**src/rtl/riscv_pkg.sv**
```systemverilog
// Shared RISC-V core definitions: opcode constants, the canonical NOP and the
// fetch-stage state encoding.
package riscv_pkg;

    localparam logic [6:0]  OP_R      = 7'b0110011;
    localparam logic [6:0]  OP_I      = 7'b0010011;
    localparam logic [6:0]  OP_LOAD   = 7'b0000011;
    localparam logic [6:0]  OP_STORE  = 7'b0100011;
    localparam logic [6:0]  OP_BRANCH = 7'b1100011;

    localparam logic [31:0] NOP_INSTR = 32'h0000_0013;

    typedef enum logic [1:0] {
        REQ  = 2'd0,
        WAIT = 2'd1,
        HOLD = 2'd2,
        DROP = 2'd3
    } fetch_state_e;

    // Word-align an address by clearing its two low bits.
    function automatic logic [31:0] word_align(input logic [31:0] addr);
        return addr & 32'hFFFF_FFFC;
    endfunction

endpackage

```
**src/rtl/if_stage_fetch_hold_buf.sv**
```systemverilog
// One-entry {pc, instr} buffer that parks a fetched instruction while the
// IF/ID register is stalled.
module fetch_hold_buf
    import riscv_pkg::*;
#(
    parameter int XLEN = 32
) (
    input  logic            clk,
    input  logic            rst_n,
    input  logic            load,
    input  logic            clear,
    input  logic [XLEN-1:0] load_pc,
    input  logic [31:0]     load_instr,
    output logic            valid,
    output logic [XLEN-1:0] pc,
    output logic [31:0]     instr
);

    // Clear wins over load so a redirect always empties the buffer.
    always_ff @(posedge clk or negedge rst_n) begin
        if (!rst_n) begin
            valid <= 1'b0;
            pc    <= '0;
            instr <= NOP_INSTR;
        end else if (clear) begin
            valid <= 1'b0;
            pc    <= '0;
            instr <= NOP_INSTR;
        end else if (load) begin
            valid <= 1'b1;
            pc    <= load_pc;
            instr <= load_instr;
        end
    end

endmodule

```
**src/rtl/if_stage.sv**
```systemverilog
// Instruction-fetch stage: owns the PC, keeps one imem request in flight,
// buffers a response across decode stalls and discards responses after redirects.
module if_stage
    import riscv_pkg::*;
#(
    parameter int              XLEN     = 32,
    parameter logic [XLEN-1:0] RESET_PC = '0
) (
    input  logic            clk,
    input  logic            rst_n,
    output logic            imem_req_valid,
    output logic [XLEN-1:0] imem_req_addr,
    input  logic            imem_req_ready,
    input  logic            imem_rsp_valid,
    input  logic [31:0]     imem_rsp_data,
    input  logic            stall,
    input  logic            redirect_valid,
    input  logic [XLEN-1:0] redirect_pc,
    output logic            ifid_valid,
    output logic [XLEN-1:0] ifid_pc,
    output logic [31:0]     ifid_instr,
    output logic [6:0]      ifid_opcode
);

    // Handshake: a request transfers in any cycle where imem_req_valid and
    // imem_req_ready are both high; responses arrive as single-cycle pulses
    // of imem_rsp_valid and are never back-pressured.

    fetch_state_e    state_q, state_d;
    logic [XLEN-1:0] pc_q, pc_d;

    logic            ifid_load, ifid_flush;
    logic [XLEN-1:0] ifid_load_pc;
    logic [31:0]     ifid_load_instr;

    logic            buf_load, buf_clear, buf_valid;
    logic [XLEN-1:0] buf_pc;
    logic [31:0]     buf_instr;

    logic            ifid_free;
    assign ifid_free = !ifid_valid || !stall;

    fetch_hold_buf #(.XLEN(XLEN)) u_hold_buf (
        .clk        (clk),
        .rst_n      (rst_n),
        .load       (buf_load),
        .clear      (buf_clear),
        .load_pc    (pc_q),
        .load_instr (imem_rsp_data),
        .valid      (buf_valid),
        .pc         (buf_pc),
        .instr      (buf_instr)
    );

    // State register
    always_ff @(posedge clk or negedge rst_n) begin
        if (!rst_n) begin
            state_q <= REQ;
            pc_q    <= RESET_PC;
        end else begin
            state_q <= state_d;
            pc_q    <= pc_d;
        end
    end

    // Next-state and datapath control
    always_comb begin
        state_d         = state_q;
        pc_d            = pc_q;
        ifid_load       = 1'b0;
        ifid_flush      = 1'b0;
        ifid_load_pc    = pc_q;
        ifid_load_instr = imem_rsp_data;
        buf_load        = 1'b0;
        buf_clear       = 1'b0;

        if (redirect_valid) begin
            pc_d       = redirect_pc & ~XLEN'(3);
            ifid_flush = 1'b1;
            buf_clear  = 1'b1;
            unique case (state_q)
                REQ:     state_d = imem_req_ready ? DROP : REQ;
                WAIT:    state_d = imem_rsp_valid ? REQ : DROP;
                HOLD:    state_d = REQ;
                // A response landing with the redirect retires the outstanding request.
                DROP:    state_d = imem_rsp_valid ? REQ : DROP;
                default: state_d = REQ;
            endcase
        end else begin
            unique case (state_q)
                REQ: begin
                    if (imem_req_ready) state_d = WAIT;
                end
                WAIT: begin
                    if (imem_rsp_valid) begin
                        if (ifid_free) begin
                            ifid_load = 1'b1;
                            pc_d      = pc_q + XLEN'(4);
                            state_d   = REQ;
                        end else begin
                            buf_load = 1'b1;
                            state_d  = HOLD;
                        end
                    end
                end
                HOLD: begin
                    if (!stall && buf_valid) begin
                        ifid_load       = 1'b1;
                        ifid_load_pc    = buf_pc;
                        ifid_load_instr = buf_instr;
                        buf_clear       = 1'b1;
                        pc_d            = pc_q + XLEN'(4);
                        state_d         = REQ;
                    end
                end
                DROP: begin
                    if (imem_rsp_valid) state_d = REQ;
                end
                default: state_d = REQ;
            endcase
        end
    end

    // Outputs
    always_comb begin
        imem_req_valid = (state_q == REQ);
        imem_req_addr  = pc_q;
    end

    // IF/ID register: flush beats stall, stall freezes, otherwise consume.
    always_ff @(posedge clk or negedge rst_n) begin
        if (!rst_n) begin
            ifid_valid  <= 1'b0;
            ifid_pc     <= '0;
            ifid_instr  <= NOP_INSTR;
            ifid_opcode <= NOP_INSTR[6:0];
        end else if (ifid_flush) begin
            ifid_valid  <= 1'b0;
            ifid_instr  <= NOP_INSTR;
            ifid_opcode <= NOP_INSTR[6:0];
        end else if (ifid_load) begin
            ifid_valid  <= 1'b1;
            ifid_pc     <= ifid_load_pc;
            ifid_instr  <= ifid_load_instr;
            ifid_opcode <= ifid_load_instr[6:0];
        end else if (!stall) begin
            ifid_valid  <= 1'b0;
            ifid_instr  <= NOP_INSTR;
            ifid_opcode <= NOP_INSTR[6:0];
        end
    end

endmodule

```
**config.mk**
```make
export PLATFORM = sky130hd
export DESIGN_NAME = if_stage
export DESIGN_NICKNAME = d
export VERILOG_FILES = /design/src/rtl/riscv_pkg.sv /design/src/rtl/if_stage_fetch_hold_buf.sv /design/src/rtl/if_stage.sv
export SDC_FILE = /design/constraint.sdc
export NUM_CORES = 1
export LEC_CHECK = 0
export ABC_CLOCK_PERIOD_IN_PS = 3500
export CAP_MARGIN = 20
export CORE_ASPECT_RATIO = 1.75
export CORE_MARGIN = 3
export CORE_UTILIZATION = 50
export CTS_CLUSTER_DIAMETER = 80
export DETAILED_ROUTE_END_ITERATION = 16
export PLACE_DENSITY = 0.87
export SKIP_LAST_GASP = 1
export SYNTH_ARGS = -nofsm -noshare
export SYNTH_HDL_FRONTEND = slang
export SYNTH_SLANG_ARGS = --single-unit
```
**constraint.sdc**
```tcl
create_clock -name clk -period 3.5 [get_ports clk]
set_input_delay 0.7 -clock clk [delete_from_list [all_inputs] [get_ports clk]]
set_output_delay 0.7 -clock clk [all_outputs]
set_load 0.02 [all_outputs]
```
==> reports/metrics.sh, run 1 <==
STATUS='completed'
FINAL_ROUTED_WIRELENGTH_UM=19100
CRIT_START='stall'
NETLIST-CELL-TYPE-COUNT=50
CTS-HOLD-FIX-BUFFERS=0
FILLERS=1024
IO_BUFFERS=170
CLK_ROOT_BUFFER_CELL='sky130_fd_sc_hd__clkbuf_16'
TNS_NS=0
DRT.ANTENNA.VIOLATING_NETS=0
CTSRESIZECOUNT=0
WORST-ENDPOINT-ARRIVAL_NS=2.88
TOP_LEVEL_PORTS=175
CLOCK-SINKS=160
YOSYS_WARNINGS=0
FIN_CRIT_NS=2.60
SHARE_SEQ_OF_TOTAL_POWER=0.413
INITIAL_UTILIZATION=0.519
DRIVE_GT1_FRAC=0.0869
POWER.IR.VDD_WORST_V=0.000312
TOTAL_NON_FILLER_CELL_AREA_IN_THE_FINISHED_LAYOUT_UM2=9770
GRT_PASS1_VIAS=6007
R2R_SLACK_NS=1.01
CTS.PATH.MAX_BUFFERS=2
GR-TOTAL-OVERFLOW=0
LARGEST_NET_DEGREE_AT_THE_START_OF_GLOBAL_ROUTING=65
DETAIL_ROUTE.ITER0.VIOLATIONS=205
RSZ0062_AT_GRT='no'
CLKSLEWWORSTSETUPHOLDPATHS_NS=0.07
PERIOD_UTILISATION_LAYOUT=0.744
REGTOREGSTARTPOINT='state_q[0]'
DESIGN.CORE.AREA_UM2=14100
CLOCK.FMAX_MHz=384
TRITONCTS_CLOCK_TREE='done'
GP_CONGESTION=0.841
CLKLATENCYLATEPIN_NS=0.42
FINAL_NETS=903
WORSTSETUPENDPOINTTYPE='flop'
SYNTH_FLOP_CELL='sky130_fd_sc_hd__dfrtp_1'
POST-DP-HPWL_UM=13400
DIE_H_UM=166
SWITCHING_SHARE=0.310
LARGEST_AREA_CONTRIBUTOR_IN_THE_SYNTHESIZED_NETLIST='sky130_fd_sc_hd__dfrtp_1'
CRITICALPATHCATEGORY='in -> reg'
RR_ENDPOINT='ifid_pc[29]'
SEQ_AREA_FRAC_SYNTH=0.547
TIMING_MAX_TRANSITION_VIOLATIONS_FINAL=0
NUM_ANTENNA_CELLS=0
SYNTHCELLS=676
FLOORPLAN.ROWS=57
INITIAL_ANTENNA_VIOLATION_COUNT=0
CAP_VIOL_MAX_COUNT=0
PWR-SHARE-CLK=0.341
YS_ASYNC_SR_FRACTION=1.00
MAPPED_AVG_CELL_AREA_UM2=10.8
REPORT.FINAL.HOLD_VIOL_COUNT=0
ROUTE.VIAS.TOTAL=5848
TIMING.MAX_SLEW.REL_SLACK=0.588
AREA_ENCLOSED_BY_THE_DIE_BOUNDARY_UM2=16200
AVGVIACOUNTPERCELL=5.75
CTS_SETUP_BUFFERS=0
SWITCHING_POWER_SUMMED_OVER_ALL_NETS_uW=1690
GRT_PASS1_WL_UM=31800
WORST_EP_REQUIRED_TIME_NS=3.78
HTREE_NUM_LEVELS=4
TIMING.CRITICAL_PATH.FANOUT_MAX=51
PLACE_AREA_UM2=9180
CLOCK_SKEW_AFTER_LAYOUT_NS=0.0128
SYNTH.FF_LATCH_COUNT=160
R2R.WORST_PATH.CELLS=8
HOLD_PATH_CLASS='in -> async'
ROUTEDWLPERCELL_UM=18.8
POWER_FRAC_COMB=0.246
SETUP_VIOL=0
POWER_DENSITY_nW_PER_UM2=558
DRT_DRC_VIOLATIONS_LEFT=0
AREA.GROWTH.SYNTH_TO_FINAL_PCT=33.4
GLOBAL_ROUTE.USAGE.TOTAL=0.244
TOTAL_STANDARD_CELL_AREA_AFTER_SYNTHESIS_UM2=7330
CELLLEAKAGEPOWER_uW=0.00410
DETAIL_ROUTE.FIRST_PASS.ITERATIONS=4
SYNTH_LARGEST_TYPE_AREA_FRACTION=0.526
SYNTH_TOP_CELLS_BY_AREA='sky130_fd_sc_hd__dfrtp_1 53%, sky130_fd_sc_hd__mux2i_1 8.2%, sky130_fd_sc_hd__a22o_1 6.9%'
CELLINTERNALPOWER_uW=3760
HORIZ_DIE_DIM_UM=97.5
MAX_SLEW.WORST_PIN.SLEW_NS=0.618
START_KIND='input pin'
TRITONCTS.NUM_BUFFERS=17
SYNTH-EDFF-COUNT=0
[flip-flops by register name, indices dropped and copies added (netlist names)]
| signal | count |
|---|---|
| u_hold_buf.pc | 31 |
| u_hold_buf.instr | 32 |
| imem_req_addr | 30 |
| state_q | 2 |
| ifid_instr | 32 |
| ifid_valid | 1 |
| u_hold_buf.valid | 1 |
| ifid_pc | 31 |
[through the flow]
stage | total power [µW] | instances | hold slack (ns) | utilization | worst slack [ns]
after floorplan | 2920 | 677 | 0.404 | - | 1.45
after global placement | 3600 | 985 | 0.460 | 0.650 | 0.552
after detailed placement | 3630 | 985 | 0.470 | 0.650 | 0.470
after CTS | 5500 | 1017 | 0.279 | 0.692 | 0.910
after global routing | 5710 | 1017 | 0.292 | 0.692 | 0.772
final | 5450 | 1017 | 0.256 | 0.692 | 0.895
[layer usage]
metal  track usage  wire length, µm  up-vias
met3        0.0387              792       36
met5             0                0        -
li1              -                -     2713
met1         0.294             7530     2927
met2         0.432            10300      172
met4        0.0952              545        0
[kinds of logic (layout without fill, tap and decap cells)]
group                    after synthesis  in the layout  synth area share
AO/OA/AOI/OAI                        192            192             0.184
AND/OR/NAND/NOR                      168            168             0.108
flip-flops                           160            160             0.547
buffers and inverters                 68            231            0.0425
multiplexers                          62             62            0.0850
XOR/XNOR                              19             19            0.0227
adder cells (fa/ha/maj)                6              6            0.0102
other                                  1              2          0.000512
[cell usage after synthesis, drive strengths merged (3+ instances only)]
| cell | instances |
|---|---|
| dfrtp | 154 |
| nand2 | 98 |
| o21ai | 90 |
| mux2i | 60 |
| a22o | 58 |
| buf | 30 |
| clkbuf | 27 |
| nor2 | 17 |
| xor2 | 17 |
| a31oi | 11 |
| inv | 11 |
| or3 | 11 |
| o211ai | 8 |
| nand3 | 7 |
| nand4 | 7 |
| nor3 | 7 |
| and3 | 6 |
| dfstp | 6 |
| ha | 6 |
| o2111ai | 6 |
| a21oi | 4 |
| and2 | 4 |
| a2111oi | 3 |
| a32oi | 3 |
| o22a | 3 |
[power by group through the flow]
| stage | Sequential [µW] | Clock (µW) | Combinational [µW] |
|---|---|---|---|
| after floorplan | 2500 | 0 | 420 |
| after global placement | 2280 | 0 | 1320 |
| after detailed placement | 2280 | 0 | 1350 |
| after CTS | 2250 | 1890 | 1360 |
| after global routing | 2280 | 1970 | 1450 |
| final | 2250 | 1860 | 1340 |
[area by class of cell]
type / instances / area (µm²) / area share
Clock buffer: 19 / 443 / 0.0453
Tap cell: 177 / 221 / 0.0227
Multi-Input combinational cell: 449 / 3030 / 0.310
Timing Repair Buffer: 188 / 1880 / 0.192
Sequential cell: 160 / 4010 / 0.410
Inverter: 11 / 41.3 / 0.00422
Clock inverter: 13 / 151 / 0.0155
[worst max-delay path by stage]
stage,endpoint,slack [ns],depth (start not counted)
CTS,ifid_pc[29],0.91,7
finish,ifid_pc[29],0.90,7
detailed placement,ifid_pc[29],0.47,7
global placement,ifid_pc[24],0.55,7
floorplan,ifid_pc[3],1.45,10
global route,ifid_pc[29],0.77,7
[critical path, stage by stage]
cell and delay, ns:
sky130_fd_sc_hd__clkdlybuf4s50_1 0.56, sky130_fd_sc_hd__and3b_2 0.54, sky130_fd_sc_hd__a31oi_1 0.10, sky130_fd_sc_hd__or3_2 0.44
sky130_fd_sc_hd__buf_4 0.30, sky130_fd_sc_hd__nand2_1 0.13, sky130_fd_sc_hd__o21ai_0 0.09
[cell usage in the layout (no fill, tap or decap), drive strengths merged, types with 7 or more instances in the layout]
master and count:
clkdlybuf4s50 169, dfrtp 154, nand2 98, o21ai 90
mux2i 60, a22o 58, clkbuf 19, buf 19
xor2 17, nor2 17, inv 15, a31oi 11
or3 11, o211ai 8, nand4 7, nand3 7
nor3 7
Note: power is estimated with default switching activity, not from simulation.
==> run 2: changes to the inputs <==
Settings changed: ABC_CLOCK_PERIOD_IN_PS 3500 to 2400.
Clock period 3.5 ns to 2.4 ns, I/O delays scaled along.
==> reports/metrics.sh, run 2 (synthesized netlist as in run 1, its figures left out) <==
DRIVE_GT1_FRAC=0.115  # was 0.0869
CTS.PATH.MAX_BUFFERS=2  # unchanged
FILLERS=1031  # was 1024
WORST-ENDPOINT-ARRIVAL_NS=1.75  # was 2.88 ns
DIE_H_UM=166  # unchanged
HOLD_WS_NS=0.480  # was 0.256 ns
CELLLEAKAGEPOWER_uW=0.00423  # was 0.00410 µW
CLKLATENCYLATEPIN_NS=0.42  # about the same
AVGVIACOUNTPERCELL=5.76  # was 5.75
MAX_STAGE_DELAY_NS=0.62  # was 0.56 ns
FINAL_CORE_OCC=0.706  # was 0.692
POST_LAYOUT_NONFILLER_INSTANCES=1043  # was 1017
WORSTSETUPENDPOINTTYPE='output pin'  # was flop
CRITICALPATHCATEGORY='reg -> out'  # was in -> reg
CRIT_SLOWEST_CELL='sky130_fd_sc_hd__clkdlybuf4s50_1'  # unchanged
GRT_PASS1_WL_UM=33300  # was 31800 µm
REGTOREGSTARTPOINT='state_q[0]'  # unchanged
CLK_ROOT_BUFFER_CELL='sky130_fd_sc_hd__clkbuf_16'  # unchanged
CLKSLEWWORSTSETUPHOLDPATHS_NS=0.07  # about the same
PRE_CTS_WS_NS=-0.138  # was 0.470 ns
STATUS='completed'  # unchanged
TIMING.MAX_SLEW.REL_SLACK=0.648  # was 0.588
PERIOD_UTILISATION_LAYOUT=0.928
FLOORPLAN.ROWS=57  # unchanged
RSZ0062_AT_GRT='no'  # unchanged
DRT.ANTENNA.VIOLATING_NETS=0  # unchanged
FINAL_COMMON_CELL='sky130_fd_sc_hd__clkdlybuf4s50_1'  # unchanged
WORST_HOLD_STARTPOINT='ifid_instr[12]'
TRITONCTS_CLOCK_TREE='done'  # unchanged
CLOCK-SINKS=160  # unchanged
CLOCK_SKEW_AFTER_LAYOUT_NS=0.0117  # was 0.0128 ns
COMMONEST_CELLS_AFTER_ROUTING_FILL_AND_TAPS_ASIDE='169 x sky130_fd_sc_hd__clkdlybuf4s50_1, 154 x sky130_fd_sc_hd__dfrtp_1, 98 x sky130_fd_sc_hd__nand2_1'  # unchanged
R2R.WORST_PATH.CELLS=8  # unchanged
HOLD_CRIT_ENDPOINT='ifid_instr[12]'
ROUTEDWLPERCELL_UM=19.2  # was 18.8 µm
TNS_NS=0  # unchanged
POWER_DENSITY_nW_PER_UM2=791  # was 558 nW/µm²
HOLD_PATH_CLASS='reg -> reg'  # was in -> async
TIMING.CRITICAL_PATH.FANOUT_MAX=4  # was 51
AREA_ENCLOSED_BY_THE_DIE_BOUNDARY_UM2=16200  # unchanged
TOP_LEVEL_PORTS=175  # unchanged
DETAIL_ROUTE.ITER0.VIOLATIONS=333  # was 205
FIN_CRIT_NS=2.23
REPORT.FINAL.HOLD_VIOL_COUNT=0  # unchanged
RR_ENDPOINT='ifid_pc[29]'  # unchanged
NUM_ANTENNA_CELLS=0  # unchanged
PLACE.DETAILED.INSTANCES=1009  # was 985
TRITONCTS.NUM_BUFFERS=17  # unchanged
CAP_VIOL_MAX_COUNT=0  # unchanged
INITIAL_UTILIZATION=0.519  # unchanged
FINAL_ROUTED_WIRELENGTH_UM=20000  # was 19100 µm
AREA.GROWTH.SYNTH_TO_FINAL_PCT=36.1  # was 33.4%
GP_CONGESTION=0.851  # was 0.841
GLOBAL_ROUTE.USAGE.TOTAL=0.255  # was 0.244
SETUP_WS_NS=0.173  # was 0.895 ns
LARGEST_NET_DEGREE_AT_THE_START_OF_GLOBAL_ROUTING=63  # was 65
CLOCK.FMAX_MHz=449
START_KIND='flop'  # was input pin
TIMING_MAX_TRANSITION_VIOLATIONS_FINAL=0  # unchanged
ROUTE.VIAS.TOTAL=6003  # was 5848
SETUP_VIOL=0  # unchanged
HORIZ_DIE_DIM_UM=97.5  # unchanged
POWER.IR.VDD_WORST_V=0.000512  # was 0.000312 V
INITIAL_ANTENNA_VIOLATION_COUNT=0  # unchanged
R2R_SLACK_NS=0.18  # was 1.01 ns
HTREE_NUM_LEVELS=4  # unchanged
TIMING.CRITICAL_PATH.CELLS='inv_1, ha_1, clkdlybuf4s50_1'  # was clkdlybuf4s50_1, and3b_2, a31oi_1, or3_2, buf_4, nand2_1, o21ai_0
IO_BUFFERS=170  # unchanged
HOLD-PATH-CELL-COUNT=2
GRT_PASS1_VIAS=6416  # was 6007
DESIGN.CORE.AREA_UM2=14100  # unchanged
DRT_DRC_VIOLATIONS_LEFT=0  # unchanged
POST-DP-HPWL_UM=14100  # was 13400 µm
DETAIL_ROUTE.FIRST_PASS.ITERATIONS=5  # was 4
MAX_SLEW.WORST_PIN.SLEW_NS=0.524  # was 0.618 ns
FINAL_NETS=929  # was 903
REG.LARGEST.LIST='ifid_instr: 32 flops, u_hold_buf.instr: 32 flops'  # unchanged
GR-TOTAL-OVERFLOW=0  # unchanged
WORST_EP_REQUIRED_TIME_NS=1.92  # was 3.78 ns
[run 2: changes by cell type in the layout (fill, tap and decap cells not counted), sizes merged]
cell / delta
dlygate4sd3: +1
buf: +25
inv: +5
clkinvlp: -2
clkinv: +1
bufinv: -2
clkbuf: -2
[run 2: critical path: cells and delay by family (launching register included)]
family	cells	cell delay [ns]
flip-flops	1	0.42
adder cells (fa/ha/maj)	1	0.18
buffers and inverters	2	0.74
[run 2: final cells by class]
cell class	count	area, µm²	share of cell area
flip-flops and latches	160	4010	0.402
well taps	177	221	0.0222
repair buffers	214	2100	0.210
multi-input cells	449	3030	0.304
clock buffers	17	425	0.0427
inverters	11	41.3	0.00414
clock inverters	15	144	0.0144
[run 2: metal layers]
metal  up-vias  track usage  routed length (µm)
met4         0        0.111                 663
met1      3000        0.295                7540
met2       189        0.458               10900
met3        41       0.0429                 841
li1       2773            -                   -
met5         -            0                   0
[run 2: through the flow]
step | area (µm²) | power (µW)
2_1_floorplan | 7330 | 4260
3_3_place_gp | 9390 | 5310
3_5_place_dp | 9390 | 5360
4_1_cts | 9960 | 7950
5_1_grt | 9970 | 8270
6_report | 9970 | 7890
[run 2: worst max-delay path by stage]
| stage | slack, ns | cells past startpoint | endpoint | startpoint |
|---|---|---|---|---|
| 2_1_floorplan | 0.35 | 10 | ifid_pc[3] | state_q[0] |
| 3_3_place_gp | -0.06 | 6 | imem_req_addr[27] | imem_rsp_valid |
| 3_5_place_dp | -0.14 | 6 | imem_req_addr[16] | imem_rsp_valid |
| 4_1_cts | 0.07 | 8 | imem_req_addr[22] | state_q[1] |
| 5_1_grt | 0.03 | 8 | ifid_pc[21] | state_q[0] |
| 6_report | 0.17 | 3 | imem_req_valid | state_q[0] |
[run 2: where the power goes]
part	switching (µW)	internal, µW
Clock	1200	1370
Combinational	1120	936
Sequential	248	3020
Total	2570	5330
[run 2: repair_timing]
item | CTS | global route
gates resized for setup | 0 | 1
hold endpoints to repair | 9 | 0
hold buffers | 1 | 0
endpoints found under the setup margin | 0 | 9
setup buffers | 0 | 1
==> run 3: changes to the inputs <==
Settings changed: REMOVE_ABC_BUFFERS from default to 1.
==> reports/metrics.sh, run 3 (synthesized netlist as in run 1, its figures left out) <==
AREA.GROWTH.SYNTH_TO_FINAL_PCT=37.2  # was 36.1%
SWITCHING_SHARE=0.312  # was 0.325
CLKSLEWWORSTSETUPHOLDPATHS_NS=0.07  # about the same
HORIZ_DIE_DIM_UM=97.5  # unchanged
CLOCK-SINKS=160  # unchanged
SWITCHING_POWER_SUMMED_OVER_ALL_NETS_uW=2490  # was 2570 µW
REG.LARGEST.LIST='ifid_instr: 32 flops, u_hold_buf.instr: 32 flops'  # unchanged
DESIGN.CORE.AREA_UM2=14100  # unchanged
WORST-ENDPOINT-ARRIVAL_NS=1.83  # was 1.75 ns
COMMONEST_CELLS_AFTER_ROUTING_FILL_AND_TAPS_ASIDE='169 x sky130_fd_sc_hd__clkdlybuf4s50_1, 154 x sky130_fd_sc_hd__dfrtp_1, 98 x sky130_fd_sc_hd__nand2_1'  # unchanged
DRT_DRC_VIOLATIONS_LEFT=0  # unchanged
DIE_H_UM=166  # unchanged
HOLD_PATH_CLASS='reg -> reg'  # unchanged
DETAIL_ROUTE.ITER0.VIOLATIONS=234  # was 333
MULTIINPUTGATEAREA_UM2=3060  # was 3030 µm²
DRIVE_GT1_FRAC=0.111  # was 0.115
CLOCK.FMAX_MHz=432  # was 449 MHz
TRITONCTS_CLOCK_TREE='done'  # unchanged
DRT.ANTENNA.VIOLATING_NETS=0  # unchanged
CLKLATENCYLATEPIN_NS=0.42  # about the same
TIMING.CRITICAL_PATH.FANOUT_MAX=4  # unchanged
CRITICALPATHCATEGORY='reg -> out'  # unchanged
PWR-SHARE-CLK=0.334  # was 0.326
TOTAL_NON_FILLER_CELL_AREA_IN_THE_FINISHED_LAYOUT_UM2=10100  # was 9970 µm²
CTS_SETUP_BUFFERS=0  # unchanged
CAP_VIOL_MAX_COUNT=0  # unchanged
SETUP_VIOL=0  # unchanged
TOTAL_POWER_uW=7990  # was 7890 µW
INITIAL_ANTENNA_VIOLATION_COUNT=1  # was 0
DETAIL_ROUTE.FIRST_PASS.ITERATIONS=4  # was 5
TRITONCTS.NUM_BUFFERS=17  # unchanged
TNS_NS=0  # unchanged
FINAL_COMMON_CELL='sky130_fd_sc_hd__clkdlybuf4s50_1'  # unchanged
FLOORPLAN.ROWS=57  # unchanged
ROUTEDWLPERCELL_UM=18.5  # was 19.2 µm
POST-DP-HPWL_UM=13300  # was 14100 µm
PERIOD_UTILISATION_LAYOUT=0.964  # was 0.928
FINAL_NETS=924  # was 929
POWER_DENSITY_nW_PER_UM2=794  # was 791 nW/µm²
TOP_LEVEL_PORTS=175  # unchanged
ROUTE.VIAS.TOTAL=5905  # was 6003
SEQ_AREA_UM2=4010  # unchanged
FILLERS=1010  # was 1031
WORST_EP_REQUIRED_TIME_NS=1.92  # about the same
CLOCK_SKEW_AFTER_LAYOUT_NS=0.0121  # was 0.0117 ns
CELLLEAKAGEPOWER_uW=0.00424  # was 0.00423 µW
FINAL_CORE_OCC=0.712  # was 0.706
WORSTSETUPENDPOINTTYPE='output pin'  # unchanged
FINAL_ROUTED_WIRELENGTH_UM=19200  # was 20000 µm
GRT_PASS1_VIAS=6207  # was 6416
SHARE_SEQ_OF_TOTAL_POWER=0.410  # was 0.414
GRT_PASS1_WL_UM=31400  # was 33300 µm
CRIT_SLOWEST_CELL='sky130_fd_sc_hd__clkdlybuf4s50_1'  # unchanged
FIN_CRIT_NS=2.31  # was 2.23 ns
GR-TOTAL-OVERFLOW=0  # unchanged
TIMING.MAX_SLEW.REL_SLACK=0.661  # was 0.648
POWER_FRAC_COMB=0.256  # was 0.260
AREA_ENCLOSED_BY_THE_DIE_BOUNDARY_UM2=16200  # unchanged
POWER.IR.VDD_WORST_V=0.000502  # was 0.000512 V
AVGVIACOUNTPERCELL=5.68  # was 5.76
REPORT.FINAL.HOLD_VIOL_COUNT=0  # unchanged
LARGEST_NET_DEGREE_AT_THE_START_OF_GLOBAL_ROUTING=61  # was 63
START_KIND='flop'  # unchanged
STATUS='completed'  # unchanged
GLOBAL_ROUTE.USAGE.TOTAL=0.238  # was 0.255
INITIAL_UTILIZATION=0.519  # unchanged
MAX_STAGE_DELAY_NS=0.62  # about the same
MAX_SLEW.WORST_PIN.SLEW_NS=0.504  # was 0.524 ns
CP_NUM_BUF_INV=2  # unchanged
GP_CONGESTION=0.835  # was 0.851
TIMING.CRITICAL_PATH.CELLS='inv_1, ha_1, clkdlybuf4s50_1'  # unchanged
PLACE_AREA_UM2=9430  # was 9390 µm²
HTREE_NUM_LEVELS=4  # unchanged
TIMING.CRITICAL_PATH.MAX_DELAY_FAMILY='buffers and inverters'  # unchanged
PRE_CTS_WS_NS=-0.103  # was -0.138 ns
CELLINTERNALPOWER_uW=5500  # was 5330 µW
IO_BUFFERS=170  # unchanged
SETUP_WS_NS=0.0855  # was 0.173 ns
CLK_ROOT_BUFFER_CELL='sky130_fd_sc_hd__clkbuf_16'  # unchanged
TIMING_MAX_TRANSITION_VIOLATIONS_FINAL=0  # unchanged
RSZ0062_AT_GRT='no'  # unchanged
CTS.PATH.MAX_BUFFERS=2  # unchanged
run 3: cell count changes in the layout (fill, tap and decap cells not counted), sizes merged:
cell,delta
diode,+1
clkinvlp,-1
clkbuf,+3
buf,-5
bufinv,+1
inv,-5
clkinv,+2
run 3: final timing paths:
| path | end | cells after the start | from | slack (ns) |
|---|---|---|---|---|
| setup reg to reg | imem_req_addr[16] | 8 | state_q[1] | 0.15 |
| hold / removal | ifid_instr[1] | 2 | ifid_instr[1] | 0.47 |
| min in group asynchronous | ifid_instr[17] | 2 | rst_n | 0.56 |
| hold reg to reg | ifid_instr[1] | 2 | ifid_instr[1] | 0.47 |
| setup / recovery | imem_req_valid | 3 | state_q[0] | 0.09 |
| max in group asynchronous | ifid_instr[0] | 3 | rst_n | 1.10 |
run 3: worst reg2reg max path, stage by stage, from the launching register on:
cell,delay (ns)
sky130_fd_sc_hd__dfrtp_1,0.45
sky130_fd_sc_hd__inv_1,0.13
sky130_fd_sc_hd__ha_2,0.23
sky130_fd_sc_hd__nand2_1,0.12
sky130_fd_sc_hd__a211oi_4,0.25
sky130_fd_sc_hd__buf_12,0.17
sky130_fd_sc_hd__o2111ai_2,0.19
sky130_fd_sc_hd__or4_1,0.45
sky130_fd_sc_hd__a31oi_1,0.17
run 3: through the flow:
step	hold WS [ns]	instances
floorplan	0.184	620
global placement	0.451	1005
detailed placement	0.449	1005
CTS	0.470	1038
global route	0.504	1039
finish	0.471	1039
run 3: repair_timing:
action,4_1_cts,5_1_grt
endpoints found under the setup margin,0,10
hold buffers,1,0
hold endpoints to repair,14,0
resized for setup,0,4
run 3: area by class of cell:
| type | count | area share |
|---|---|---|
| antenna | 1 | 0.000249 |
| clock buffer | 20 | 0.0464 |
| clock inverter | 12 | 0.0122 |
| inverter | 11 | 0.00410 |
| multi-input combinational | 449 | 0.304 |
| sequential | 160 | 0.399 |
| tap | 177 | 0.0220 |
| timing repair buffer | 209 | 0.212 |
run 3: power groups by stage:
stage | sequential (µW) | clock [µW] | combinational (µW)
floorplan | 3660 | 0 | 549
detailed placement | 3310 | 0 | 2040
global placement | 3300 | 0 | 2000
finish | 3270 | 2670 | 2050
global route | 3320 | 2830 | 2200
CTS | 3270 | 2720 | 2050
run 3: layer usage:
metal | global-route usage | wire (µm) | up-vias
met5 | 0 | 0 | -
met4 | 0.102 | 464 | 0
met3 | 0.0416 | 815 | 29
met2 | 0.424 | 10300 | 174
met1 | 0.281 | 7580 | 2941
li1 | - | - | 2761
